<file path="src/rtl/keypad_lock.sv">
// keypad_lock: digit-code entry lock with timed unlock/fail/lockout indication
// and reprogramming of the stored code while unlocked.
module keypad_lock #(
  parameter int unsigned         DIGITS        = 4,
  parameter logic [DIGITS*4-1:0] DEFAULT_CODE  = 16'h1234,
  parameter int unsigned         ENTRY_TICKS   = 300,
  parameter int unsigned         HOLD_TICKS    = 100,
  parameter int unsigned         MAX_FAILS     = 3,
  parameter int unsigned         LOCKOUT_TICKS = 600
) (
  input  logic                clk_20Hz,
  input  logic                reset_n,
  input  logic                key_valid,
  input  logic [3:0]          key,
  output logic [DIGITS*4-1:0] entry,
  output logic [3:0]          digit_count,
  output logic                unlocked,
  output logic                fail,
  output logic                locked_out,
  output logic                prog_mode,
  output logic [3:0]          fail_count
);

  localparam int unsigned W      = DIGITS * 4;
  localparam int unsigned MAX_T1 = (ENTRY_TICKS > HOLD_TICKS) ? ENTRY_TICKS : HOLD_TICKS;
  localparam int unsigned MAX_T  = (MAX_T1 > LOCKOUT_TICKS) ? MAX_T1 : LOCKOUT_TICKS;
  localparam int unsigned TW     = $clog2(MAX_T + 1);

  localparam logic [3:0] KEY_PROG  = 4'hA;
  localparam logic [3:0] KEY_CLEAR = 4'hE;
  localparam logic [3:0] KEY_ENTER = 4'hF;

  localparam logic [3:0]    DIGITS_C    = 4'(DIGITS);
  localparam logic [3:0]    MAX_FAILS_C = 4'(MAX_FAILS);
  localparam logic [TW-1:0] ENTRY_LAST  = TW'(ENTRY_TICKS - 1);
  localparam logic [TW-1:0] HOLD_LAST   = TW'(HOLD_TICKS - 1);
  localparam logic [TW-1:0] LOCK_LAST   = TW'(LOCKOUT_TICKS - 1);

  typedef enum logic [2:0] {
    S_IDLE     = 3'd0,
    S_ENTRY    = 3'd1,
    S_UNLOCKED = 3'd2,
    S_FAIL     = 3'd3,
    S_LOCKOUT  = 3'd4,
    S_PROGRAM  = 3'd5
  } state_t;

  state_t        state_q, state_d;
  logic [TW-1:0] timer_q, timer_d;
  logic [W-1:0]  entry_q, entry_d;
  logic [W-1:0]  code_q, code_d;
  logic [3:0]    count_q, count_d;
  logic [3:0]    fails_q, fails_d;
  logic          unlocked_q, unlocked_d;
  logic          fail_q, fail_d;
  logic          locked_q, locked_d;
  logic          prog_q, prog_d;

  logic          is_digit, is_enter, is_clear, is_prog;
  logic          full, key_accept;
  logic          entry_expire, hold_expire, lock_expire;
  logic [W-1:0]  entry_shift;
  logic [3:0]    fails_inc;

  assign is_digit     = key_valid && (key <= 4'd9);
  assign is_enter     = key_valid && (key == KEY_ENTER);
  assign is_clear     = key_valid && (key == KEY_CLEAR);
  assign is_prog      = key_valid && (key == KEY_PROG);
  assign full         = (count_q == DIGITS_C);
  assign entry_expire = (timer_q == ENTRY_LAST);
  assign hold_expire  = (timer_q == HOLD_LAST);
  assign lock_expire  = (timer_q == LOCK_LAST);
  assign entry_shift  = (entry_q << 4) | W'(key);
  assign fails_inc    = fails_q + 4'd1;

  // Expiry is tested before any key so a key on the terminal cycle is dropped.
  always_comb begin
    state_d    = state_q;
    entry_d    = entry_q;
    count_d    = count_q;
    fails_d    = fails_q;
    code_d     = code_q;
    key_accept = 1'b0;

    case (state_q)
      S_IDLE: begin
        if (is_digit) begin
          entry_d    = entry_shift;
          count_d    = count_q + 4'd1;
          key_accept = 1'b1;
          state_d    = S_ENTRY;
        end
      end
      S_ENTRY: begin
        if (entry_expire) begin
          state_d = S_IDLE;
        end else if (is_digit) begin
          if (!full) begin
            entry_d    = entry_shift;
            count_d    = count_q + 4'd1;
            key_accept = 1'b1;
          end
        end else if (is_enter) begin
          if (full && (entry_q == code_q)) begin
            fails_d = '0;
            state_d = S_UNLOCKED;
          end else begin
            fails_d = fails_inc;
            state_d = (fails_inc == MAX_FAILS_C) ? S_LOCKOUT : S_FAIL;
          end
        end else if (is_clear) begin
          state_d = S_IDLE;
        end
      end
      S_UNLOCKED: begin
        if (hold_expire) begin
          state_d = S_IDLE;
        end else if (is_prog) begin
          state_d = S_PROGRAM;
        end
      end
      S_FAIL: begin
        if (hold_expire) state_d = S_IDLE;
      end
      S_LOCKOUT: begin
        if (lock_expire) begin
          fails_d = '0;
          state_d = S_IDLE;
        end
      end
      S_PROGRAM: begin
        if (entry_expire) begin
          state_d = S_IDLE;
        end else if (is_digit) begin
          if (!full) begin
            entry_d    = entry_shift;
            count_d    = count_q + 4'd1;
            key_accept = 1'b1;
          end
        end else if (is_enter) begin
          if (full) code_d = entry_q;
          state_d = S_IDLE;
        end else if (is_clear) begin
          state_d = S_IDLE;
        end
      end
      default: state_d = S_IDLE;
    endcase

    // Every transition except the one into ENTRY starts with an empty entry.
    if ((state_d != state_q) && (state_d != S_ENTRY)) begin
      entry_d = '0;
      count_d = '0;
    end
  end

  always_comb begin
    timer_d = timer_q;
    if ((state_d != state_q) || key_accept) begin
      timer_d = '0;
    end else if (timer_q != '1) begin
      timer_d = timer_q + 1'b1;
    end
  end

  always_comb begin
    unlocked_d = (state_d == S_UNLOCKED) || (state_d == S_PROGRAM);
    fail_d     = (state_d == S_FAIL);
    locked_d   = (state_d == S_LOCKOUT);
    prog_d     = (state_d == S_PROGRAM);
  end

  always_ff @(posedge clk_20Hz or negedge reset_n) begin
    if (!reset_n) begin
      state_q    <= S_IDLE;
      timer_q    <= '0;
      entry_q    <= '0;
      count_q    <= '0;
      fails_q    <= '0;
      code_q     <= DEFAULT_CODE;
      unlocked_q <= 1'b0;
      fail_q     <= 1'b0;
      locked_q   <= 1'b0;
      prog_q     <= 1'b0;
    end else begin
      state_q    <= state_d;
      timer_q    <= timer_d;
      entry_q    <= entry_d;
      count_q    <= count_d;
      fails_q    <= fails_d;
      code_q     <= code_d;
      unlocked_q <= unlocked_d;
      fail_q     <= fail_d;
      locked_q   <= locked_d;
      prog_q     <= prog_d;
    end
  end

  assign entry       = entry_q;
  assign digit_count = count_q;
  assign unlocked    = unlocked_q;
  assign fail        = fail_q;
  assign locked_out  = locked_q;
  assign prog_mode   = prog_q;
  assign fail_count  = fails_q;

endmodule

</file>
<file path="config.mk">
export PLATFORM = sky130hd
export DESIGN_NAME = keypad_lock
export DESIGN_NICKNAME = d
export VERILOG_FILES = /design/src/rtl/keypad_lock.sv
export SDC_FILE = /design/constraint.sdc
export NUM_CORES = 1
export LEC_CHECK = 0
export BUFFER_PORTS_ARGS = -buffer_cell sky130_fd_sc_hd__buf_2
export CAP_MARGIN = 20
export CORE_MARGIN = 5
export CORE_UTILIZATION = 28
export CTS_CLUSTER_DIAMETER = 50
export DETAILED_ROUTE_END_ITERATION = 16
export HOLD_SLACK_MARGIN = 0.12
export PLACE_DENSITY = 0.51
export SLEW_MARGIN = 15
export SYNTH_ARGS = -nofsm -noshare
export SYNTH_HDL_FRONTEND = slang
export SYNTH_SLANG_ARGS = --single-unit
export TNS_END_PERCENT = 1
</file>
<file path="constraint.sdc">
create_clock -name clk_20Hz -period 4.25 [get_ports clk_20Hz]
set_input_delay 0.85 -clock clk_20Hz [delete_from_list [all_inputs] [get_ports clk_20Hz]]
set_output_delay 0.85 -clock clk_20Hz [all_outputs]
set_load 0.1 [all_outputs]
</file>
# Yosys cells after proc, flatten, opt, wreduce, memory -nomap -nowiden
# Cells that the tools add are included.
# classes
n_addsub	3
mul	0
n_div	0
order_cmp	1
n_eq_ne	29
n_shift	0
n_mux	40
bitwise	3
reduce_logical	16
# op_table
operator	n
$mux W16	5
$mux W3	14
$mux W4	10
$pmux W16 S2	1
$mux W10	2
$pmux W3 S6	1
$eq A16 B16 Y1	1
$or A16 B4 Y16	1
$pmux W4 S2	2
$reduce_and A5 Y1	3
$eq A3 B2 Y1 const B	4
$eq A3 B3 Y1 const B	4
$eq A4 B4 Y1 const B	3
$add A10 B1 Y10 const B	1
$eq A10 B10 Y1 const B	1
$eq A10 B7 Y1 const B	1
$eq A10 B9 Y1 const B	1
$ne A10 B10 Y1 const B	1
$add A4 B1 Y4 const B	2
$ne A2 B2 Y1 const B	4
$logic_and A1 B1 Y1	6
$ne A3 B1 Y1 const B	2
$ne A3 B2 Y1 const B	2
$eq A4 B2 Y1 const B	1
13 further kinds	19
# totals
regBits	57
latch_bits	0
ram_bits	0
mem_bits_ro	0
in_bits	7
mem_count	0

# Depth between registers and ports, before layout
# depth
word_depth	12
depth_mapped	9

# Worst setup path before layout
# OpenSTA, ideal clock, no wires.
# synth_path
path_type	reg-to-reg
start	reg count_q[0] (netlist: digit_count[0])
end	reg entry_q[10] (netlist: entry[10])
setup_ps	123
t_arrival_ps	2297
required_time_ps	4127
setup_slack_ps	1830
path_stages_with_launch	10
cell_sequence	dfrtp_1 -> inv_1 -> ha_1 -> nand3b_1 -> a22oi_4 -> nor3_2 -> buf_6 -> buf_4 -> mux2i_1 -> nor2_1
# synth_via
elab_chain_cells	11
elab_cells_between_ends	17
cone_classes	eq/ne: 7; mux: 6; reduce/logical: 4
# synth_lines
item	line	source
start, declared	52	logic [3:0] count_q, count_d;
start signal, assigned	189	count_q <= count_d;
$eq A4 B3 Y1 *	69	assign full = (count_q == DIGITS_C);
$logic_and A1 B1 Y1	104	if (full && (entry_q == code_q)) begin
$mux W3	104	
$mux W3	103	end else if (is_enter) begin
$mux W3	97	end else if (is_digit) begin
$mux W3	95	if (entry_expire) begin
$pmux W3 S6	85	case (state_q)
$ne A3 B3 Y1 / $ne A3 B1 Y1 (equally long branches)	151	if ((state_d != state_q) && (state_d != S_ENTRY)) begin
$logic_and A1 B1 Y1	151	
$ne A3 B3 Y1 (no line) (tied with other cells)	-	
$reduce_and A5 Y1 (no line)	-	
end signal, assigned	188	entry_q <= entry_d;
end, declared	50	logic [W-1:0] entry_q, entry_d;
# Every way passes the cells marked *; elsewhere a longest branch is shown, timed or not.
# A chain may end at the register's enable or synchronous reset.

# Worst setup path in the final report
# layout_path
start	reg timer_q[0]
end	reg code_q[0]
# layout_via
elab_chain_cells	3
# layout_lines
item	line	source
start, declared	49	logic [TW-1:0] timer_q, timer_d;
start signal, assigned	187	timer_q <= timer_d;
$eq A10 B9 Y1	70	assign entry_expire = (timer_q == ENTRY_LAST);
$not A1 Y1 (no line)	-	
$reduce_and A5 Y1 (no line)	-	
end signal, assigned	191	code_q <= code_d;
end, declared	51	logic [W-1:0] code_q, code_d;
# No other way between the ends.

==> impl_metrics.json <==
{
  "drt_iter0_drc": 94,
  "grt_remaining_overflow": 0,
  "cts.path.max_buffers": 2,
  "drt_first_pass_iters": 5,
  "io_pins": 35,
  "chipWidth_um": 113,
  "critPathMaxFanout": 16,
  "cts_buffers": 9,
  "max_freq_mhz": 398,
  "path_cells": "ha_1 > nor2b_1 > a31oi_4 > nand3_1 > nor3_4 > mux2_2",
  "finalSetupViolations": 0,
  "ys_types": 49,
  "synth-edff-count": 0,
  "critPathMaxStageDelay_ps": 660,
  "htree_levels": 3,
  "grt_pass1_vias": 2116,
  "cts_tree": "done",
  "netlist_instances": 268,
  "root_buffer": "clkbuf_8",
  "initial_utilization": 0.288,
  "finalClockSkew_ps": 15.9,
  "worstPathRequired_ps": 4470,
  "core.rowCount": 37,
  "synth_nets": 280,
  "crit_path_end_kind": "flop",
  "wl_per_cell_um": 14.1,
  "worstHoldPathType": "in2async",
  "layout_commonest_cell": "dfrtp_1",
  "syn_area_per_cell_um2": 11.1,
  "syn2layout_area_growth_pct": 17.8,
  "cp.arrival_ps": 2740,
  "cap_violations": 0,
  "rsz0062_at_grt": "no",
  "fin_nets": 320,
  "cts_sinks": 57,
  "vias": 2098,
  "path_class": "reg2reg",
  "dieArea_um2": 12800,
  "grtUsageMet2": 0.152,
  "met3_usage": 0.0380,
  "mostFrequentLayoutCells": "dfrtp_1 (52), nor2_1 (39), buf_2 (34)",
  "vias_per_cell": 4.67,
  "cts-resized-gates": 0,
  "worstMarginPinSlew_ps": 771,
  "coreArea_um2": 10300,
  "start_kind": "flop",
  "drive_gt1_frac": 0.272,
  "status": "complete, no violations",
  "routed_wl_um": 6330,
  "ys_seq_elements": 57,
  "grt_pass1_wl_um": 10800,
  "die_h_um": 113,
  "maxSlewHeadroom": 0.485,
  "insertion_delay_ps": 340,
  "gp_congestion": 0.828,
  "hpwl_um": 4550,
  "fin_setup_tns_ps": 0,
  "antenna_found_initial": 0,
  "yosys_warnings": 0,
  "drc": 0,
  "drtAntennaViolNets": 0,
  "ys.flop_type": "dfrtp_1",
  "cts.clk_slew.worst_paths_ps": 70,
  "fin_crit_sh": 0.591,
  "async_flop_share": 1.00,
  "portBuffers": 34,
  "grt_start_max_net_pins": 34,
  "fin_crit_ps": 2510,
  "track_usage": 0.106,
  "slowest_stage": "nor3_4",
  "num_antenna_cells": 0,
  "holdBufCountCts": 0,
  "post_cts_buffers": 0,
  "slew_violations": 0,
  "hold_viol_final": 0,
  "yosysSeqAreaShare": 0.482,
  "grt.busiest_layer": "met2",
  "synth_area_um2": 2970,
  "grtUsageMet1": 0.140
}
## registers in the layout (all words and copies together) (netlist names)
signal	flops
state_q	3
fail	1
fail_count	4
digit_count	4
unlocked	1
entry	16
prog_mode	1
code_q	16
locked_out	1
timer_q	10
## routing by layer
metal / vias to the layer above / wire [um]
li1: 1025 / -
met1: 1008 / 3030
met2: 51 / 2830
met3: 14 / 304
met4: 0 / 167
met5: - / 0
## final timing paths
| kind | depth (start not counted) | end | slack (ps) | startpoint |
|---|---|---|---|---|
| worst max-delay path | 6 | code_q[0] | 1740 | timer_q[0] |
| worst min-delay path | 1 | timer_q[0] | 500 | reset_n |
| worst max register to register | 6 | code_q[0] | 1740 | timer_q[0] |
| worst min register to register | 1 | code_q[14] | 520 | code_q[14] |
| max in group asynchronous | 2 | code_q[2] | 2880 | reset_n |
| min in group clk_20Hz | 1 | code_q[14] | 520 | code_q[14] |
## worst max-delay path: cells and delay by family, from the launching register on
| family | cells | cell delay, ps |
|---|---|---|
| muxes | 1 | 410 |
| AOI/OAI and AO/OA | 1 | 280 |
| adders and majority gates | 1 | 260 |
| and+or+nand+nor | 3 | 1030 |
| DFF | 1 | 410 |
## cells in the mapped netlist (all sizes together), types with 5 or more instances
master,instances,area (um2)
buf,8,67.6
dfrtp,52,1300
dfstp,5,131
ha,5,62.6
inv,10,37.5
mux2,16,180
mux2i,19,190
nand2,14,52.6
nand3,11,55.1
nand4,7,43.8
nor2,39,146
nor3,9,76.3
o21ai,6,30.0
xnor2,9,78.8
xor2,17,149
## per-stage QoR
stage | area [um2] | hold slack (ps) | setup WS (ps) | cells | util
after global routing | 3500 | 537 | 1560 | 449 | 0.339
after global placement | 3270 | 494 | 1640 | 433 | 0.317
final | 3500 | 502 | 1740 | 449 | 0.339
after floorplan | 2970 | 479 | 1830 | 268 | -
after detailed placement | 3270 | 506 | 1610 | 433 | 0.317
after CTS | 3500 | 512 | 1720 | 449 | 0.339
## cell type report
| type | count | area [um2] |
|---|---|---|
| clock buffers | 9 | 124 |
| clock inverters | 7 | 103 |
| fillers | 1050 | 6820 |
| inverters | 10 | 37.5 |
| multi-input cells | 193 | 1440 |
| flip-flops and latches | 57 | 1430 |
| well taps | 136 | 170 |
| repair buffers | 37 | 193 |
## cells by family (layout without fill, tap and decap cells)
family                   after synthesis  count (layout)  share of synthesized area
AO/OA/AOI/OAI                         24              24                     0.0686
XOR/XNOR                              26              26                     0.0766
adder cells (fa/ha/maj)                5               5                     0.0210
buffers and inverters                 18              63                     0.0353
flip-flops                            57              57                      0.482
multiplexers                          35              35                      0.125
AND/OR/NAND/NOR                      103             103                      0.192
Power is not shown: default switching activity piles up to over one toggle a cycle in this logic, so the estimate is an artifact.
